### config.mk
export PLATFORM = sky130hd
export DESIGN_NAME = seq_multiplier_taint_hs
export DESIGN_NICKNAME = d
export VERILOG_FILES = /design/src/rtl/seq_multiplier_taint_hs.sv
export SDC_FILE = /design/constraint.sdc
export NUM_CORES = 1
export LEC_CHECK = 0
export CELL_PAD_IN_SITES_DETAIL_PLACEMENT = 1
export CELL_PAD_IN_SITES_GLOBAL_PLACEMENT = 2
export CORE_MARGIN = 2
export CORE_UTILIZATION = 35
export DETAILED_ROUTE_END_ITERATION = 16
export GPL_ROUTABILITY_DRIVEN = 1
export PLACE_DENSITY = 0.93
export RECOVER_POWER = 100
export SLEW_MARGIN = 20
export SYNTH_ARGS = -nofsm -noshare
export SYNTH_HDL_FRONTEND = slang
export SYNTH_SLANG_ARGS = --single-unit
### constraint.sdc
create_clock -name clk -period 5.5 [get_ports clk]
set_clock_uncertainty 0.15 [all_clocks]
set_input_delay 0.825 -clock clk [delete_from_list [all_inputs] [get_ports clk]]
set_output_delay 0.825 -clock clk [all_outputs]
set_load 0.05 [all_outputs]
### src/rtl/seq_multiplier_taint_hs.sv
// Sequential shift-add multiplier with K-bit radix, optional signed mode,
// optional early exit, valid/ready handshakes and split data/control taint.
module seq_multiplier_taint_hs #(
    parameter int WIDTH      = 32,
    parameter int K          = 1,
    parameter int EARLY_EXIT = 1
) (
    input  logic               clk,
    input  logic               rst,
    input  logic               in_valid,
    input  logic               in_valid_t,
    output logic               in_ready,
    output logic               in_ready_t,
    input  logic [WIDTH-1:0]   multiplier,
    input  logic               multiplier_t,
    input  logic [WIDTH-1:0]   multiplicand,
    input  logic               multiplicand_t,
    input  logic               signed_mode,
    input  logic               signed_mode_t,
    output logic               out_valid,
    output logic               out_valid_t,
    input  logic               out_ready,
    input  logic               out_ready_t,
    output logic [2*WIDTH-1:0] product,
    output logic               product_t,
    output logic               busy
);

    localparam int NITER = WIDTH / K;
    localparam int CW    = $clog2(NITER + 1);
    localparam int PW    = 2 * WIDTH;

    generate
        if (K < 1 || (WIDTH % K) != 0) begin : g_bad_radix
            $error("seq_multiplier_taint_hs: WIDTH must be a multiple of K");
        end
    endgenerate

    typedef enum logic [1:0] {S_IDLE, S_CALC, S_DONE} state_t;

    state_t           state_q, state_d;
    logic [WIDTH-1:0] mplier_q, mplier_d;
    logic [PW-1:0]    mcand_q, mcand_d;
    logic [PW-1:0]    acc_q, acc_d;
    logic [CW-1:0]    cnt_q, cnt_d;
    logic             neg_q, neg_d;
    logic             data_t_q, data_t_d;
    logic             ctrl_t_q, ctrl_t_d;
    logic [PW-1:0]    product_q, product_d;
    logic             product_t_q, product_t_d;

    logic [WIDTH-1:0] mag_a, mag_b;
    logic [PW-1:0]    partial;
    logic             ee_on;

    assign ee_on = (EARLY_EXIT != 0);

    // Operand magnitudes; the most negative value maps onto 2^(WIDTH-1) unchanged.
    always_comb begin
        mag_a = multiplier;
        mag_b = multiplicand;
        if (signed_mode && multiplier[WIDTH-1]) mag_a = -multiplier;
        if (signed_mode && multiplicand[WIDTH-1]) mag_b = -multiplicand;
    end

    // Partial product for the low K multiplier bits, as K shifted adds.
    always_comb begin
        partial = '0;
        for (int unsigned j = 0; j < K; j++) begin
            if (mplier_q[j]) partial = partial + (mcand_q << j);
        end
    end

    // Next-state and datapath updates for IDLE/CALC/DONE.
    always_comb begin
        state_d     = state_q;
        mplier_d    = mplier_q;
        mcand_d     = mcand_q;
        acc_d       = acc_q;
        cnt_d       = cnt_q;
        neg_d       = neg_q;
        data_t_d    = data_t_q;
        ctrl_t_d    = ctrl_t_q;
        product_d   = product_q;
        product_t_d = product_t_q;
        case (state_q)
            S_IDLE: begin
                if (in_valid) begin
                    mplier_d = mag_a;
                    mcand_d  = {{WIDTH{1'b0}}, mag_b};
                    acc_d    = '0;
                    cnt_d    = '0;
                    neg_d    = signed_mode & (multiplier[WIDTH-1] ^ multiplicand[WIDTH-1]);
                    data_t_d = multiplier_t | multiplicand_t | signed_mode_t;
                    ctrl_t_d = in_valid_t | (ee_on & multiplier_t);
                    state_d  = S_CALC;
                end
            end
            S_CALC: begin
                acc_d    = acc_q + partial;
                mcand_d  = mcand_q << K;
                mplier_d = mplier_q >> K;
                cnt_d    = cnt_q + 1'b1;
                if (cnt_d == CW'(NITER) || (ee_on && mplier_d == '0)) begin
                    product_d   = neg_q ? -acc_d : acc_d;
                    product_t_d = data_t_q;
                    state_d     = S_DONE;
                end
            end
            S_DONE: begin
                if (out_ready) begin
                    state_d = S_IDLE;
                    if (out_ready_t) ctrl_t_d = 1'b1;
                end
            end
            default: state_d = S_IDLE;
        endcase
    end

    // State and datapath registers with synchronous reset.
    always_ff @(posedge clk) begin
        if (rst) begin
            state_q     <= S_IDLE;
            mplier_q    <= '0;
            mcand_q     <= '0;
            acc_q       <= '0;
            cnt_q       <= '0;
            neg_q       <= 1'b0;
            data_t_q    <= 1'b0;
            ctrl_t_q    <= 1'b0;
            product_q   <= '0;
            product_t_q <= 1'b0;
        end else begin
            state_q     <= state_d;
            mplier_q    <= mplier_d;
            mcand_q     <= mcand_d;
            acc_q       <= acc_d;
            cnt_q       <= cnt_d;
            neg_q       <= neg_d;
            data_t_q    <= data_t_d;
            ctrl_t_q    <= ctrl_t_d;
            product_q   <= product_d;
            product_t_q <= product_t_d;
        end
    end

    assign in_ready    = (state_q == S_IDLE);
    assign out_valid   = (state_q == S_DONE);
    assign busy        = (state_q != S_IDLE);
    assign in_ready_t  = ctrl_t_q;
    assign out_valid_t = ctrl_t_q;
    assign product     = product_q;
    assign product_t   = product_t_q;

endmodule

Word level (Yosys, flattened, before mapping)
Cells that the tools add are included.
W data, S select, Z words.

storage, ports and cells
  input bits = 74
  output and inout port bits = 70
  word-level logic and storage cells = 60
  register bits after elaboration = 236

cells by class
  reductions and logical operators = 13
  bitwise operators = 5
  $add $sub $neg = 5
  eq/ne operators = 7
  mux-type cells = 20

operators with widths
  kind                   number
  $mux W64               4
  $pmux W64 S2           2
  $mux W32               3
  $add A64 B64 Y64       1
  $neg A32 Y32           2
  $neg A64 Y64           1
  $pmux W32 S2           1
  $logic_not A32 Y1      1
  $pmux W6 S2            1
  $add A6 B1 Y6 const B  1
  $eq A6 B6 Y1 const B   1
  $mux W2                3
  $mux W6                1
  $pmux W2 S3            1
  $reduce_and A2 Y1      3
  $reduce_bool A2 Y1     3
  $ne A2 B1 Y1 const B   2
  $ne A2 B2 Y1 const B   2
  $reduce_and A4 Y1      1
  $mux W1                3
  $or A1 B1 Y1           3
  $reduce_and A3 Y1      1
  $eq A2 B1 Y1 const B   1
  $eq A2 B2 Y1 const B   1
  other kinds (6)        7

Longest topological paths before layout
Gate-level depths: netlist of run 1.

  word-level depth = 5
  gate-level depth with buffers = 19
  mapped depth without buffers = 16

Least setup slack after synthesis of run 1
No wires, ideal clock.

  path type = register to register
  start = register mplier_q[0]
  end = register product_q[58], in the netlist product[58]
  data required time = 5.276 ns
  arrival = 4.217 ns
  library setup time = 0.074 ns
  cell stages (with the launch flop) = 18
  period minus slack after synthesis = 4.442 ns
  slack = 1.058 ns
  path through = dfxtp_1 clkbuf_1 clkbuf_1 and2_1 ha_1 inv_1 fa_1 nor2b_4 o31ai_1 a21o_1 a21boi_0 o2111ai_2 or4_4 or2_4 nor3_4 nand4_4 or4_1 a31oi_1

between the ends
  longest elaborated chain between the ends = 4

ends and longest elaborated chain
  item                      RTL line  RTL
  start: declaration        42        logic [WIDTH-1:0] mplier_q, mplier_d;
  start signal: assignment  135       mplier_q <= mplier_d;
  $mux W64 *                70        if (mplier_q[j]) partial = partial + (mcand_q << j);
  $add A64 B64 Y64 *        100       acc_d = acc_q + partial;
  $neg A64 Y64              105       product_d = neg_q ? -acc_d : acc_d;
  $mux W64 *                105
  end signal: assignment    142       product_q <= product_d;
  end: declaration          49        logic [PW-1:0] product_q, product_d;

Mark *: on every way between the ends. The rest lies on a longest branch, timed or not.
A chain may end at the register's enable or synchronous reset.

Worst setup path in the final report of run 1
  start = register mplier_q[0]
  end = register product_q[59], in the netlist product[59]

Same word-level chain as after synthesis.

==> results of run 1 <==
routing by layer:
metal / routed length [µm] / share of wire
met1: 30400 / 0.48
met4: 1320 / 0.021
met2: 27700 / 0.44
met5: 30 / 0.00048
met3: 3630 / 0.057
sequential cells by signal, indices dropped and copies added, names as in the netlist:
register,count
product,64
cnt_q,6
in_ready_t,1
acc_q,64
neg_q,1
mcand_q,64
data_t_q,1
mplier_q,32
state_q,2
product_t,1
stage by stage:
stage / power [µW] / area, µm²
after detailed placement: 2560 / 18700
after global routing: 4690 / 19600
final: 4510 / 19600
after CTS: 4560 / 19700
after global placement: 2540 / 18700
after floorplan: 2280 / 16700
how the worst max path moves through the flow:
stage	startpoint	slack [ns]	cells past startpoint	endpoint
2_1_floorplan	mplier_q[0]	1.06	17	product[58]
3_3_place_gp	mplier_q[0]	0.48	16	product[62]
3_5_place_dp	mplier_q[0]	0.34	15	product[58]
4_1_cts	mplier_q[0]	0.31	15	product[58]
5_1_grt	mplier_q[0]	0.003	16	product[44]
6_report	mplier_q[0]	0.20	15	product[59]
timing repair:
action / CTS / global route
hold endpoints to repair: 0 / 0
endpoints found under the setup margin: 0 / 5
gates resized for setup: 0 / 1
worst register-to-register path: stages (launching register included):
cell,delay (ns)
dfxtp_1,0.33
buf_12,0.20
and2_1,0.21
ha_1,0.46
nand4_1,0.36
nor4_1,0.65
nand2_1,0.16
a311oi_1,0.65
or3_1,0.21
a311o_1,0.28
o211ai_1,0.18
nor4_2,0.35
nand4_2,0.34
nor3_1,0.30
mux2i_1,0.25
a21oi_1,0.09
cell families after synthesis:
| group | after synthesis |
|---|---|
| DFF | 236 |
| adders and majority gates | 69 |
| AOI/OAI and AO/OA | 740 |
| buffers and inverters | 184 |
| and+or+nand+nor | 846 |
| xor gates and xnor gates | 154 |
| muxes | 9 |
final cells by class:
type                    instances  area (µm²)
clock buffers                  37         793
inverters                      33         124
fillers                      5899       27800
multi-input cells            1818       11300
flip-flops and latches        236        4730
repair buffers                192        1780
clock inverters                11         170
well taps                     615         769
layout by cell type, fill, tap and decap left out, types with 71 or more instances in the layout:
master	netlist	routed
dlygate4sd3_1	0	71
xor2_1	71	71
nor2_1	215	213
xnor2_1	82	82
dfxtp_1	236	235
o21ai_0	96	103
a22oi_1	81	81
nand3_1	95	96
nand2_1	265	265
a21oi_1	255	255
clkdlybuf4s50_1	0	71
and2_1	78	73
report_power, final:
part,switching (µW),internal (µW)
clock network,797,1190
registers,55.4,1760
logic,461,240
total,1310,3190
synth_stat cells, types with 4 or more instances:
| library cell | instances | area [µm²] |
|---|---|---|
| a211o_1 | 7 | 61.3 |
| a211oi_1 | 56 | 420 |
| a21o_1 | 34 | 255 |
| a21oi_1 | 255 | 1280 |
| a21oi_2 | 7 | 61.3 |
| a221oi_1 | 6 | 52.6 |
| a22oi_1 | 81 | 608 |
| a311oi_1 | 5 | 43.8 |
| a31oi_1 | 26 | 163 |
| and2_1 | 78 | 488 |
| and3_1 | 12 | 75.1 |
| buf_1 | 11 | 41.3 |
| buf_2 | 17 | 85.1 |
| clkbuf_1 | 117 | 439 |
| dfxtp_1 | 236 | 4720 |
| ha_1 | 68 | 851 |
| inv_1 | 32 | 120 |
| mux2_2 | 4 | 45.0 |
| mux2i_1 | 5 | 50.1 |
| nand2_1 | 265 | 995 |
| nand2b_1 | 13 | 81.3 |
| nand3_1 | 95 | 475 |
| nand4_1 | 36 | 225 |
| nor2_1 | 215 | 807 |
| nor2b_1 | 4 | 25.0 |
| nor3_1 | 36 | 180 |
| nor4_1 | 30 | 188 |
| o2111ai_1 | 7 | 61.3 |
| o211ai_1 | 15 | 113 |
| o21a_1 | 27 | 203 |
| o21ai_0 | 96 | 480 |
| o21ai_1 | 19 | 95.1 |
| o21bai_1 | 10 | 75.1 |
| o31ai_1 | 22 | 165 |
| o41ai_1 | 5 | 43.8 |
| o41ai_2 | 6 | 97.6 |
| or3_1 | 17 | 106 |
| or4_1 | 11 | 82.6 |
| xnor2_1 | 82 | 718 |
| xor2_1 | 71 | 622 |
==> results by group, run 1 <==
Clock network
  – CTS Buffer Depth: 3
  – Post-CTS Setup Inserts: 0
  – CTS tree: done
  – H-tree Lvls: 1
  – Clk root buf: clkbuf_16
  – CTS Sinks: between 200 and 250
  – Hold-fix buffers, CTS: 0
  – Clock latency on the worst-skew pair: roughly 0.58 ns
  – Worst-path clk slew: about 0.06 ns
  – CTS Buf Count: 27

Global route
  – Met1 Usage GRT: 0.352
  – Grt total ovfl: 0
  – Grt met2 use: 0.397
  – Largest net degree at the start of global routing: between 150 and 200
  – Vias in the first global route: 17516
  – Routing usage on met3: 0.0366
  – Most crowded layer after global routing: met2
  – First-pass GRT wire length: 99400 µm
  – Gr usage total: 0.249
  – Initial antenna violation count: 4

Final layout
  – Core Util, Final: 0.414
  – Area grow syn2layout: 17.3%
  – Layout Cells excl Fill: approximately 2900
  – Fraction of layout cells with a size suffix above 1: 0.0602
  – Layout net count: between 2000 and 2500
  – Antenna cells: 0

Yosys
  – Synth Register Bits: ~240
  – EDFF count, synth: 0
  – Ys async rst share: 0
  – Avg Inst Size Synth: approximately 7.5 µm²
  – Top FF cell, synth: dfxtp_1
  – Synthesized cell area: 16700 µm²
  – Synth Net Count: 2381
  – Multiplexer share of the synthesized area: 0.00568
  – Post-synthesis adder-cell area fraction: 0.0521
  – Cells after Synth: between 2000 and 2500
  – Post-Synth Simple-Gate Area: 0.244
  – Sequential share of the synthesized area: 0.282
  – Yosys cell types: just under 100
  – Synth Area in Compound Gates: 0.290
  – YS warnings: 0
  – Xor/xnor share of the synthesized area: 0.0811
  – Largest family of logic cells by synthesized area: compound AO/OA/AOI/OAI gates

Drt
  – DRC errors left: 0
  – Detailed-route via count: 17338
  – Drt total wl: ~63000 µm
  – Wirelength per Cell: 21.5 µm
  – Vias/cell: ~5.9
  – Detailed-router iteration count before antenna repair: 5
  – Final antenna-violating net count: 0
  – First DRT Iteration DRCs: ~1300

Critical path
  – Sequence of cells on the critical path: buf_12 -> and2_1 -> ha_1 -> nand4_1 -> nor4_1 -> nand2_1 -> a311oi_1 -> or3_1 -> a311o_1 -> o211ai_1 -> nor4_2 -> nand4_2 -> nor3_1 -> mux2i_1 -> a21oi_1
  – Maximum single-stage delay on the critical path: between 0.6 and 0.7 ns
  – CP required: approximately 5.8 ns
  – Worst r2r path cells: 15
  – Critical path's top delay family: simple AND/OR/NAND/NOR gates
  – Max stage delay cell, worst path: nor4_1
  – RR Endpoint: product[59]
  – Arr. time, crit path: about 5.6 ns
  – Setup crit start kind: flip-flop
  – Worst Path Buf+Inv: 1
  – Worst Path Max Fanout: 64
  – Setup crit end kind: flip-flop
  – FF-to-FF Start: mplier_q[0]
  – R2R setup slack: ~0.2 ns
  – Critical path type: flip-flop to flip-flop

STA
  – Min Tclk post-route: 5.30 ns
  – Max-slew violations: 333
  – Final Hold Fails: 0
  – Relative slew slack: -0.785
  – RSZ-0062 raised after global routing: false
  – Slew @ Worst Pin: around 2.7 ns
  – Hold Slack: a little over 0.3 ns
  – Max frequency: between 150 and 200 MHz
  – Final setup viols: 0
  – Setup TNS: 0 ns
  – Tcrit/Tclk final: 0.964
  – Setup WS post-layout: between 0.15 and 0.2 ns

Floorplan
  – Io pins: about 140
  – Die Y: roughly 220 µm
  – Rows: 80
  – Die width: approximately 220 µm
  – Starting Density: 0.353
  – Die area: a little under 50000 µm²
  – Core area: between 40000 and 50000 µm²

Flow run
  – Max-cap violations: 6

Power
  – Power Density: 230 nW/µm²
  – Maximum VDD drop: ~0.17 mV
  – Leakage: 0.00739 µW

Place
  – DP HPWL: between 40000 and 50000 µm
  – IO buf count: 143
  – GP Congestion: between 0.9 and 1
  – Place WS: around 0.34 ns
  – Placed Cells: 2894

Hold path
  – Hold/Removal Path Class: flip-flop to flip-flop
  – Hold path startpoint: product[56]
  – Worst Hold Endpoint: product[56]
  – Hold path depth: 2

Status
  – Status: finished with violations
  – Failing checks: max-capacitance violations, max-slew violations
Power figures use the tool's default switching activity.
==> run 2: changes to the inputs <==
--- a/config.mk
+++ b/config.mk
@@ -7,11 +7,10 @@
 export LEC_CHECK = 0
 export CELL_PAD_IN_SITES_DETAIL_PLACEMENT = 1
 export CELL_PAD_IN_SITES_GLOBAL_PLACEMENT = 2
-export CORE_MARGIN = 2
 export CORE_UTILIZATION = 35
 export DETAILED_ROUTE_END_ITERATION = 16
 export GPL_ROUTABILITY_DRIVEN = 1
-export PLACE_DENSITY = 0.93
+export PLACE_DENSITY_LB_ADDON = 0.1
 export RECOVER_POWER = 100
 export SLEW_MARGIN = 20
 export SYNTH_ARGS = -nofsm -noshare
==> results by group, run 2 (synthesized netlist as in run 1, its figures left out) <==
Status
  – Status: finished with violations
  – Failing checks: design-rule violations, max-capacitance violations, max-slew violations

Critical path
  – FF-to-FF Start: mplier_q[0]
  – Critical path's top delay family: simple AND/OR/NAND/NOR gates
  – Worst Path Buf+Inv: 1 (unchanged)
  – Arr. time, crit path: 5.60 ns (about the same)
  – CP required: 5.81 ns (+0.02 ns)
  – Critical path type: flip-flop to flip-flop
  – Sequence of cells on the critical path: buf_12 -> and2_1 -> ha_1 -> a21oi_2 -> o211ai_1 -> a21oi_1 -> xnor2_1 -> or4_4 -> or2_4 -> nor3_4 -> nand4_4 -> o41ai_1 -> xor2_1 -> o21ai_1
  – R2R setup slack: 0.21 ns (about the same)
  – Maximum single-stage delay on the critical path: 0.60 ns (-0.05 ns)
  – CP Launch Point: mplier_q[0]
  – Setup crit end kind: flip-flop
  – Worst Path Max Fanout: 64 (unchanged)
  – Max stage delay cell, worst path: or4_4
  – Setup crit start kind: flip-flop
  – Worst r2r path cells: 14 (-1)
  – RR Endpoint: product[60]

Place
  – GP Congestion: 0.985 (+1.1%)
  – Place WS: 0.141 ns (-0.197 ns)
  – DP HPWL: 47700 µm (-1.1%)
  – IO buf count: 143 (unchanged)

STA
  – Max frequency: 189 MHz (+0.16%)
  – RSZ-0062 raised after global routing: false
  – Setup TNS: 0 ns (unchanged)
  – Setup WS post-layout: 0.208 ns (+0.00860 ns)
  – Tcrit/Tclk final: 0.962 (-0.00156)
  – Slew @ Worst Pin: 2.25 ns (-0.423 ns)
  – Final setup viols: 0 (unchanged)
  – Max-slew violations: 212 (-36%)
  – Min Tclk post-route: 5.29 ns (-0.00860 ns)
  – Final Hold Fails: 0 (unchanged)
  – Relative slew slack: -0.503 (+0.282)

Drt
  – Wirelength per Cell: 21.7 µm (+1.3%)
  – DRC errors left: 6 (+6)
  – Drt total wl: 63500 µm (+0.64%)
  – Detailed-route via count: 17003 (-1.9%)
  – Detailed-router iteration count before antenna repair: 11 (+6)
  – Vias/cell: 5.82 (-1.3%)
  – First DRT Iteration DRCs: 990 (-21%)
  – Final antenna-violating net count: 0 (unchanged)

Final layout
  – Multi-input combinational cell area: 11300 µm² (+0.16%)
  – Fillers: 5763 (-2.3%)
  – Seq. cell area: 4730 µm² (unchanged)
  – Fraction of layout cells with a size suffix above 1: 0.0548 (-0.00533)
  – Most frequent cells in the layout: 265 x nand2_1, 255 x a21oi_1, 235 x dfxtp_1
  – Commonest non-fill, non-tap cell in the layout: nand2_1
  – Area grow syn2layout: 17.4% (about the same)
  – Antenna cells: 0 (unchanged)
  – Layout net count: 2439 (-0.49%)

Global route
  – Initial antenna violation count: 2 (-2)
  – Largest net degree at the start of global routing: 217 (+32%)
  – Routing usage on met3: 0.0324 (-0.00419)
  – Met1 Usage GRT: 0.391 (+0.0388)
  – Most crowded layer after global routing: met1
  – First-pass GRT wire length: 98700 µm (-0.75%)
  – Vias in the first global route: 16733 (-4.5%)
  – Grt met2 use: 0.385 (-0.0121)
  – Gr usage total: 0.259 (+0.00989)
  – Grt total ovfl: 0 (unchanged)

Floorplan
  – Rows: 79 (-1.3%)
  – Io pins: 144 (unchanged)
  – Core area: 46900 µm² (-1.3%)
  – Starting Density: 0.357 (+0.00446)
  – Die Y: 221 µm (-0.90%)
  – Die area: 48700 µm² (-1.8%)
  – Die width: 221 µm (-0.90%)

Power
  – Maximum VDD drop: 0.198 mV (+16%)
  – Leakage: 0.00737 µW (-0.37%)
  – Power Density: 235 nW/µm² (+2.5%)

Clock network
  – Clk root buf: clkbuf_16
  – Worst-path clk slew: 0.06 ns (about the same)
  – Clock latency on the worst-skew pair: 0.59 ns (about the same)
  – Hold-fix buffers, CTS: 0 (unchanged)
  – H-tree Lvls: 1 (unchanged)
  – CTS tree: done
  – CTS Buffer Depth: 3 (unchanged)
  – Post-CTS Setup Inserts: 0 (unchanged)
  – CTS Sinks: 236 (unchanged)
  – CTS Buf Count: 28 (+3.7%)
  – CTS resizes: 0 (unchanged)

Flow run
  – Max-cap violations: 4 (-2)

Hold path
  – Worst Hold Endpoint: product[56]
  – Hold/Removal Path Class: flip-flop to flip-flop
  – Hold path depth: 2 (unchanged)
  – Hold path startpoint: product[56]
run 2: layer usage:
layer,vias to the layer above,share of wire
met3,80,0.047
met5,-,0
met1,8308,0.51
met4,0,0.020
li1,8253,-
met2,362,0.42
run 2: how the worst max path moves through the flow:
stage | to | cells past startpoint | slack [ns]
6_report | product[60] | 14 | 0.21
5_1_grt | product[59] | 15 | 0.008
4_1_cts | product[59] | 15 | 0.13
3_5_place_dp | product[59] | 15 | 0.14
3_3_place_gp | product[59] | 15 | 0.25
2_1_floorplan | product[58] | 17 | 1.06
run 2: final cells by class:
class,instances,share of cell area
Multi-Input combinational cell,1818,0.574
Sequential cell,236,0.241
Timing Repair Buffer,179,0.0878
Clock buffer,38,0.0391
Tap cell,607,0.0387
Clock inverter,12,0.0131
Inverter,33,0.00631
run 2: metrics by stage:
stage,power [µW],std cells,util,cell area [µm²],hold WS (ns)
2_1_floorplan,2280,2238,-,16700,0.282
3_3_place_gp,2560,2872,0.398,18700,0.286
3_5_place_dp,2570,2872,0.398,18700,0.296
4_1_cts,4690,2922,0.420,19700,0.302
5_1_grt,4800,2923,0.419,19600,0.326
6_report,4620,2923,0.419,19600,0.295
run 2: where the power goes:
| group | switching [µW] | internal (µW) |
|---|---|---|
| combinational | 461 | 233 |
| clock | 809 | 1300 |
| sequential | 53.4 | 1760 |
run 2: tightest hold or removal path, cell delays in order, from the launching register on:
cell and delay (ns):
dfxtp_1 0.30, nand2_1 0.05, o21ai_1 0.05
